<file path="src/rtl/exec_wb.sv">
// Execute/write-back stage: ALU write-back onto the shared RF bus, BRZ resolution,
// PRINT FIFO toward the console and END latch. Optional print pop counter: EXEC_PRINT_CNT_EN.
module exec_wb #(
    parameter int unsigned NCORES      = 4,
    parameter int unsigned PRINT_DEPTH = 4
) (
    input  logic                   clk,
    input  logic                   rst_n,
    input  logic [15:0]            ins_in,
    input  logic [15:0]            val_in,
    input  logic [15:0]            ptr_in,
    output logic                   exec_stall,
    input  logic [NCORES*35-1:0]   rf_in,
    output logic [NCORES*35-1:0]   rf_out,
    output logic                   branch_en,
    output logic [15:0]            branch_pc,
    output logic                   print_valid,
    output logic [7:0]             print_data,
    input  logic                   print_ready,
`ifdef EXEC_PRINT_CNT_EN
    output logic [15:0]            print_cnt,
`endif
    output logic                   core_done
);

    localparam int unsigned ENTRY_W = 35;
    localparam int unsigned PTR_W   = $clog2(PRINT_DEPTH);
    localparam int unsigned CNT_W   = PTR_W + 1;

    localparam logic [3:0] OP_PLUS  = 4'h1;
    localparam logic [3:0] OP_MINUS = 4'h2;
    localparam logic [3:0] OP_BRZ   = 4'h5;
    localparam logic [3:0] OP_PRINT = 4'h9;
    localparam logic [3:0] OP_END   = 4'hA;

    logic [15:0]      ins_q, val_q, ptr_q;
    logic [3:0]       op;
    logic [15:0]      imm;
    logic [15:0]      res;
    logic             is_alu, is_print;
    logic             push, pop, full;
    logic [PTR_W-1:0] rd_q, wr_q;
    logic [CNT_W-1:0] count_q;
    logic [7:0]       mem [PRINT_DEPTH];

    assign op       = ins_q[15:12];
    assign imm      = {4'h0, ins_q[11:0]};
    assign is_alu   = (op == OP_PLUS) || (op == OP_MINUS);
    assign is_print = (op == OP_PRINT);

    // Stage register; held only while a PRINT waits for FIFO space
    always_ff @(posedge clk or negedge rst_n) begin
        if (!rst_n) begin
            ins_q <= 16'h0000;
            val_q <= 16'h0000;
            ptr_q <= 16'h0000;
        end else if (!exec_stall) begin
            ins_q <= ins_in;
            val_q <= val_in;
            ptr_q <= ptr_in;
        end
    end

    always_comb begin
        res = val_q + imm;
        if (op == OP_MINUS) res = val_q - imm;
    end

    // Every valid, locked entry whose tag matches the pointer takes the result and unlocks
    always_comb begin
        rf_out = rf_in;
        if (is_alu) begin
            for (int i = 0; i < int'(NCORES); i++) begin
                if (rf_in[i*ENTRY_W + 34] && rf_in[i*ENTRY_W + 32] &&
                    (rf_in[i*ENTRY_W + 16 +: 16] == ptr_q)) begin
                    rf_out[i*ENTRY_W +: 16]  = res;
                    rf_out[i*ENTRY_W + 32]   = 1'b0;
                end
            end
        end
    end

    assign branch_en = (op == OP_BRZ) && (val_q == 16'h0000);
    assign branch_pc = imm;

    assign full        = (count_q == CNT_W'(PRINT_DEPTH));
    assign print_valid = (count_q != '0);
    assign print_data  = mem[rd_q];
    assign pop         = print_valid && print_ready;
    assign push        = is_print && (!full || pop);
    assign exec_stall  = is_print && full && !pop;

    always_ff @(posedge clk or negedge rst_n) begin
        if (!rst_n) begin
            rd_q    <= '0;
            wr_q    <= '0;
            count_q <= '0;
        end else begin
            if (push) wr_q <= wr_q + PTR_W'(1);
            if (pop)  rd_q <= rd_q + PTR_W'(1);
            if (push && !pop)      count_q <= count_q + CNT_W'(1);
            else if (pop && !push) count_q <= count_q - CNT_W'(1);
        end
    end

    // Storage needs no reset: entries are only visible once counted
    always_ff @(posedge clk) begin
        if (push) mem[wr_q] <= val_q[7:0];
    end

    always_ff @(posedge clk or negedge rst_n) begin
        if (!rst_n)              core_done <= 1'b0;
        else if (op == OP_END)   core_done <= 1'b1;
    end

`ifdef EXEC_PRINT_CNT_EN
    always_ff @(posedge clk or negedge rst_n) begin
        if (!rst_n)   print_cnt <= 16'h0000;
        else if (pop) print_cnt <= print_cnt + 16'h0001;
    end
`endif

endmodule
</file>
<file path="config.mk">
export PLATFORM = sky130hd
export DESIGN_NAME = exec_wb
export DESIGN_NICKNAME = d
export VERILOG_FILES = /design/src/rtl/exec_wb.sv
export SDC_FILE = /design/constraint.sdc
export NUM_CORES = 1
export LEC_CHECK = 0
export CORE_UTILIZATION = 30
export DETAILED_ROUTE_END_ITERATION = 10
export GPL_TIMING_DRIVEN = 0
export SLEW_MARGIN = 10
export SYNTH_ARGS = -nofsm -noshare
export SYNTH_HDL_FRONTEND = slang
export SYNTH_SLANG_ARGS = --single-unit
</file>
<file path="constraint.sdc">
create_clock -name clk -period 5.7 [get_ports clk]
set_input_delay 1.14 -clock clk [delete_from_list [all_inputs] [get_ports clk]]
set_output_delay 1.14 -clock clk [all_outputs]
set_load 0.02 [all_outputs]
</file>
==> impl_metrics.toml, run 1 <==
[layout]
final_layout_size_suffix_gt1_share_pct = 13.7
area_growth_pct = 63.7
final_common_cell = "sky130_fd_sc_hd__clkdlybuf4s50_1"
highest_count_cells_in_the_layout_ignoring_fill_and_taps = "sky130_fd_sc_hd__clkdlybuf4s50_1 (348), sky130_fd_sc_hd__nand2_1 (176), sky130_fd_sc_hd__buf_4 (90)"
nFillCells = 2026
post-route-cell-area_mm2 = 0.0108
layout.cells.non_filler = 1390
post-route-util_pct = 50.8
fin_nets = 1323

[logic_synthesis]
synthArstFlopShare_pct = 63.6
seq_area_frac_synth_pct = 35.8
ys.warnings.count = 0
yosysUniqueCellTypes = 49
syn-cell-area_mm2 = 0.00660
dominantRegCellSynth = "sky130_fd_sc_hd__dfrtp_1"
synthesis.instances = 744
synth-seq-cells = 88
postSynthAreaPerCell_um2 = 8.88
synth_edf_count = 32

[routing]
postRouteAntennaNets = 0
vias_per_cell = 4.56
first_drt_iteration_drcs = 307
dr_total_vias = 6336
wirelength_mm = 26.6
drt_drc_violations_left = 0
drt_pass1_iterations = 5
routed_wl_per_cell_um = 19.2

[worst_setup_path]
timing.critical_path.from_type = "flip-flop"
critical_path.endpoint_type = "primary output"
cpPeakStageDelay_ns = 0.71
path_common_cell = "sky130_fd_sc_hd__ha_1"
cp.depth = 12
arrival_ns = 4.33
reg2reg_from = "count_q[0]$_DFFE_PN0P_"
crit-reg2reg-capture = "count_q[1]$_DFFE_PN0P_"
path_delay_family = "compound AO/OA/AOI/OAI gates"
worst-setup-path-type = "flip-flop to primary output"
slowest_stage = "sky130_fd_sc_hd__clkdlybuf4s50_1"
required_ns = 4.56
crit_fanout = 8
timing.critical_path.cells = "inv_1 > ha_1 > nand3b_1 > o41ai_1 > xor2_1 > ha_1 > nand4_1 > a211oi_1 > a31o_2 > mux2i_2 > mux2_2 > clkdlybuf4s50_1"
critical_path.n_buffers_inverters = 2
reg2regPathDepth = 6
r2r_slack_ns = 3.31

[clock_network]
clock_tree_from_tritoncts = "yes"
clock-root-buffer = "sky130_fd_sc_hd__clkbuf_16"
clkSinkCount = 88
worstSkewPairLatency_ns = 0.37
ctsHoldBuffers = 0
cts-htree-levels = 3
path_clk_slew_ns = 0.07
ctsLongestPathBuffers = 2
cts-buffers-inserted = 9

[grt]
grt_usage_pct = 22.9
grt_first_pass_wirelength_mm = 37.2
globalRoute.totalOverflow = 0
antenna_found_initial = 1
grt_pass1_vias = 6050
largest_net_degree_at_the_start_of_global_routing = 57

[floorplan]
floorplan.core_area_mm2 = 0.0213
dieArea_mm2 = 0.0226
die_x_um = 150
core.rowCount = 53
floorplan.initialDensity_pct = 31.0
top_level_ports = 359
chipHeight_um = 150

[min_path]
timing.hold.worst_path_depth = 1
worst_hold_path_type = "flip-flop to flip-flop"
min_to = "core_done$_DFFE_PN0N_"
hold_startpoint = "core_done$_DFFE_PN0N_"

[timing]
timing.final.max_slew_violations = 0
report.final.hold_viol_count = 0
worst_slew_margin_rel_pct = 41.9
rsz0062_at_grt = "yes"
max_clock_freq_mhz = 183
final.period_utilization_pct = 96.0
setup_viol = 0
timing.clock.skew_ns = 0.0114
period_minus_slack_ns = 5.47
transition_at_the_pin_with_the_smallest_max_transition_slack_ns = 0.862

[placement]
placedCellCount = 1372
dpl-instance-area_mm2 = 0.0105
place.gp.congestion = 0.850
io_port_bufs = 350
place_hpwl_mm = 22.4

[power]
p_seq_share_pct = 31.9
finalPower_mw = 2.37
cell_internal_power_mw = 1.53
irDropWorstVdd_v = 0.000152
combPwrFrac_pct = 42.9
share_clk_of_total_power_pct = 25.2
switching_part_of_the_total_power_pct = 35.3
power_density_mw_per_mm2 = 219
power_leakage_nw = 4.56
total_switching_power_uw = 835

[flow_run]
drv.max_cap_violation_count = 0

[outcome]
result_of_the_run = "completed"
==> synthesized netlist by cell type, types with 2 or more instances <==
cell                       instances  area [µm²]
sky130_fd_sc_hd__and2_1           11        68.8
sky130_fd_sc_hd__nor4_1           12        75.1
sky130_fd_sc_hd__mux2_1            4        45.0
sky130_fd_sc_hd__nor3_1           12        60.1
sky130_fd_sc_hd__o31ai_1           4        30.0
sky130_fd_sc_hd__buf_4            88         661
sky130_fd_sc_hd__a21o_1            6        45.0
sky130_fd_sc_hd__mux2i_1           2        20.0
sky130_fd_sc_hd__clkbuf_1         38         143
sky130_fd_sc_hd__nand2_1         176         661
sky130_fd_sc_hd__a21oi_1          14        70.1
sky130_fd_sc_hd__o41ai_1           2        17.5
sky130_fd_sc_hd__mux4_2            8         180
sky130_fd_sc_hd__o21ai_0          55         275
sky130_fd_sc_hd__edfxtp_1         32         961
sky130_fd_sc_hd__o21a_1            3        22.5
sky130_fd_sc_hd__nand4_1          11        68.8
sky130_fd_sc_hd__inv_1            12        45.0
sky130_fd_sc_hd__o211a_1           2        20.0
sky130_fd_sc_hd__xor2_1           59         517
sky130_fd_sc_hd__nand3b_1          2        15.0
sky130_fd_sc_hd__or4_4             2        22.5
sky130_fd_sc_hd__nand2b_1          2        12.5
sky130_fd_sc_hd__fa_1              2        40.0
sky130_fd_sc_hd__ha_1             21         263
sky130_fd_sc_hd__nor2_1           15        56.3
sky130_fd_sc_hd__nand3_1           9        45.0
sky130_fd_sc_hd__dfrtp_1          56        1400
sky130_fd_sc_hd__nor2b_1           5        31.3
sky130_fd_sc_hd__a211oi_1          3        22.5
sky130_fd_sc_hd__a31oi_1           2        12.5
sky130_fd_sc_hd__mux2_2           25         282
sky130_fd_sc_hd__xnor2_1          33         289
==> kinds of logic (layout without fill, tap and decap cells) <==
family                   count (synthesis)  count (layout)  synth area share, %
other                                    1               5               0.0568
buffers and inverters                  140             507                 13.0
AND/OR/NAND/NOR                        263             263                 17.6
XOR/XNOR                                92              92                 12.2
AO/OA/AOI/OAI                           98              98                 8.83
multiplexers                            39              39                 7.98
flip-flops                              88              88                 35.8
adder cells (fa/ha/maj)                 23              23                 4.59
==> registers in the layout, summed over array words and instances (netlist names) <==
register   cells
core_done      1
rd_q           2
wr_q           2
ins_q         16
mem           32
count_q        3
val_q         16
ptr_q         16
==> cell type report <==
type,count,area [µm²],share of cell area (%)
antenna,1,2.50,0.0232
buffer,127,808,7.48
clock buffer,9,225,2.08
clock inverter,7,70.1,0.648
inverter,13,48.8,0.451
multi-input combinational,519,3440,31.8
sequential,88,2360,21.9
tap,275,344,3.18
timing repair buffer,351,3510,32.5
==> how the worst max path moves through the flow <==
stage / from / end / slack [ns]
after floorplan: ins_q[6]$_DFFE_PN0N_ / rf_out[119] / 1.44
after global placement: rf_in[123] / rf_out[116] / 0.21
after detailed placement: rf_in[123] / rf_out[116] / 0.26
after CTS: ins_q[12]$_DFFE_PN0N_ / rf_out[80] / 0.09
after global routing: ins_q[0]$_DFFE_PN0N_ / rf_out[83] / -0.02
final: ins_q[0]$_DFFE_PN0N_ / rf_out[83] / 0.23
==> repair_timing <==
item,CTS,global route
gates cloned,0,0
buffers inserted,0,1
resized for setup,3,7
endpoints found under the setup margin,2,19
==> power by group through the flow <==
| stage | combinational [mW] | sequential [mW] | clock [mW] |
|---|---|---|---|
| after global routing | 1.09 | 0.764 | 0.627 |
| final | 1.01 | 0.756 | 0.595 |
| after global placement | 1.00 | 0.767 | 0 |
| after floorplan | 0.550 | 0.756 | 0 |
| after CTS | 1.01 | 0.756 | 0.603 |
| after detailed placement | 1.01 | 0.769 | 0 |
==> through the flow <==
| stage | setup TNS (ns) | hold WS, ns | setup WS, ns |
|---|---|---|---|
| 3_3_place_gp | 0 | 0.476 | 0.209 |
| 3_5_place_dp | 0 | 0.481 | 0.256 |
| 4_1_cts | 0 | 0.494 | 0.0873 |
| 6_report | 0 | 0.495 | 0.229 |
| 5_1_grt | -0.0249 | 0.512 | -0.0229 |
| 2_1_floorplan | 0 | 0.447 | 1.44 |
==> layer usage <==
metal / up-vias / track usage [%] / wire length [µm]
li1: 3157 / - / -
met1: 2930 / 31.1 / 12000
met2: 227 / 36.4 / 12200
met3: 20 / 5.91 / 2150
met4: 2 / 5.15 / 295
met5: - / 0 / 12
No activity file was read; power rests on OpenSTA's default activity.
==> inputs of run 2 (changes only) <==
--- a/config.mk
+++ b/config.mk
@@ -12,3 +12,4 @@
 export SYNTH_ARGS = -nofsm -noshare
 export SYNTH_HDL_FRONTEND = slang
 export SYNTH_SLANG_ARGS = --single-unit
+export TNS_END_PERCENT = 5
==> run 2 against run 1 <==
  * Clock power is essentially flat
  * First-iteration DRC count shrank 6.8%
  * Routed wire length is essentially flat
  * Via count grew 0.33%
  * Critical path type is now input pin to primary output
  * Global-route usage is the same
  * Highest routed layer unchanged
  * Setup slack lost 0.013 ns
  * Critical endpoint is now rf_out[116]
  * Core utilization is essentially flat
  * Critical path depth shrank 5
  * Largest cell class unchanged
  * Maximum frequency shrank 0.24%
  * Cell count shrank 0.14%
  * Combinational power is essentially flat
==> impl_metrics.toml, run 2 (same netlist as run 1, synthesis figures left out) <==
[floorplan]
chipHeight_um = 150
dieArea_mm2 = 0.0226
core.rowCount = 53
die_x_um = 150
floorplan.core_area_mm2 = 0.0213
top_level_ports = 359
floorplan.initialDensity_pct = 31.0

[power]
switching_part_of_the_total_power_pct = 35.3
power_density_mw_per_mm2 = 219
cell_internal_power_mw = 1.53
p_seq_share_pct = 32.0
combPwrFrac_pct = 42.9
share_clk_of_total_power_pct = 25.1
power_leakage_nw = 4.56
total_switching_power_uw = 833
finalPower_mw = 2.36
irDropWorstVdd_v = 0.000151

[routing]
postRouteAntennaNets = 0
drt_drc_violations_left = 0
routed_wl_per_cell_um = 19.2
drt_pass1_iterations = 5
first_drt_iteration_drcs = 286
dr_total_vias = 6357
wirelength_mm = 26.7
vias_per_cell = 4.58

[worst_setup_path]
critical_path.endpoint_type = "primary output"
arrival_ns = 4.34
required_ns = 4.56
crit_fanout = 10
worst-setup-path-type = "input pin to primary output"
timing.critical_path.from_type = "input pin"

[timing]
timing.clock.skew_ns = 0.00967
setup_viol = 0
report.final.hold_viol_count = 0
timing.final.max_slew_violations = 0
transition_at_the_pin_with_the_smallest_max_transition_slack_ns = 0.861
rsz0062_at_grt = "yes"
setup_slack_ns = 0.216
max_clock_freq_mhz = 182
period_minus_slack_ns = 5.48
worst_slew_margin_rel_pct = 42.0
final.period_utilization_pct = 96.2

[layout]
final_layout_size_suffix_gt1_share_pct = 13.7
nFillCells = 2024
final_common_cell = "sky130_fd_sc_hd__clkdlybuf4s50_1"
layout.cells.non_filler = 1388
antenna_cells = 0
highest_count_cells_in_the_layout_ignoring_fill_and_taps = "sky130_fd_sc_hd__clkdlybuf4s50_1 (347), sky130_fd_sc_hd__nand2_1 (176), sky130_fd_sc_hd__buf_4 (89)"
largest_register_ffs = 32
fin_nets = 1322
top_register = "mem"
area_growth_pct = 63.6

[outcome]
result_of_the_run = "completed"

[placement]
dp_slack_ns = 0.256
placedCellCount = 1372
io_port_bufs = 350
place_hpwl_mm = 22.4
place.gp.congestion = 0.850

[clock_network]
ctsLongestPathBuffers = 2
clkSinkCount = 88
path_clk_slew_ns = 0.07
clock-root-buffer = "sky130_fd_sc_hd__clkbuf_16"
cts-htree-levels = 3
cts-buffers-inserted = 9
clock_tree_from_tritoncts = "yes"
worstSkewPairLatency_ns = 0.36

[grt]
grt_pass1_vias = 6050
grt_first_pass_wirelength_mm = 37.2
largest_net_degree_at_the_start_of_global_routing = 57
antenna_found_initial = 1
grt_usage_pct = 22.9
globalRoute.totalOverflow = 0

[min_path]
worst_hold_path_type = "flip-flop to flip-flop"

[flow_run]
drv.max_cap_violation_count = 0
==> run 2: layout make-up <==
cell class | count | area, µm² | area share, %
repair buffers | 350 | 3510 | 32.5
multi-input cells | 519 | 3440 | 31.8
flip-flops and latches | 88 | 2360 | 21.9
plain buffers | 127 | 808 | 7.48
well taps | 275 | 344 | 3.19
clock buffers | 9 | 225 | 2.09
clock inverters | 7 | 70.1 | 0.649
inverters | 13 | 48.8 | 0.452
==> run 2: final timing paths <==
| path | from | to | slack (ns) | cells after the start |
|---|---|---|---|---|
| worst max-delay path | rf_in[123] | rf_out[116] | 0.22 | 7 |
| worst min-delay path | core_done$_DFFE_PN0N_ | core_done$_DFFE_PN0N_ | 0.50 | 1 |
| worst max register to register | count_q[0]$_DFFE_PN0P_ | count_q[1]$_DFFE_PN0P_ | 3.32 | 6 |
| worst min register to register | core_done$_DFFE_PN0N_ | core_done$_DFFE_PN0N_ | 0.50 | 1 |
| max in group asynchronous | rst_n | ptr_q[11]$_DFFE_PN0N_ | 4.36 | 1 |
| min in group asynchronous | rst_n | count_q[2]$_DFFE_PN0P_ | 0.83 | 1 |
==> run 2: critical path, cell delays in order <==
cell	delay, ns
sky130_fd_sc_hd__clkdlybuf4s50_1	0.48
sky130_fd_sc_hd__xor2_1	0.17
sky130_fd_sc_hd__nor4_1	0.56
sky130_fd_sc_hd__nand4_1	0.54
sky130_fd_sc_hd__clkbuf_1	0.35
sky130_fd_sc_hd__o21ai_0	0.41
sky130_fd_sc_hd__clkdlybuf4s50_1	0.69
==> run 2: power groups by stage <==
stage / sequential [mW] / clock [mW] / combinational, mW
after detailed placement: 0.769 / 0 / 1.01
after CTS: 0.756 / 0.603 / 1.01
after global routing: 0.764 / 0.627 / 1.09
final: 0.756 / 0.593 / 1.01
after floorplan: 0.756 / 0 / 0.550
after global placement: 0.767 / 0 / 1.00
==> run 2: routing by layer <==
metal	vias up	track usage, %	share of wire, %
met3	20	5.91	7.9
met5	-	0	0.045
met2	237	36.4	46
met4	2	5.15	1.1
li1	3154	-	-
met1	2944	31.1	45
==> run 2: per-stage QoR <==
step	setup TNS, ns	hold WS, ns	utilization [%]	area (µm²)
global placement	0	0.476	49.2	10500
global route	-0.0425	0.512	50.7	10800
floorplan	0	0.447	-	6620
finish	0	0.496	50.7	10800
detailed placement	0	0.481	49.1	10500
CTS	0	0.494	50.6	10800
==> run 2: repair_timing <==
action                                  CTS  global route
hold endpoints to repair                  0             0
endpoints found under the setup margin    2            19
hold buffers                              0             0
resized for setup                         3             8
setup buffers                             0             0
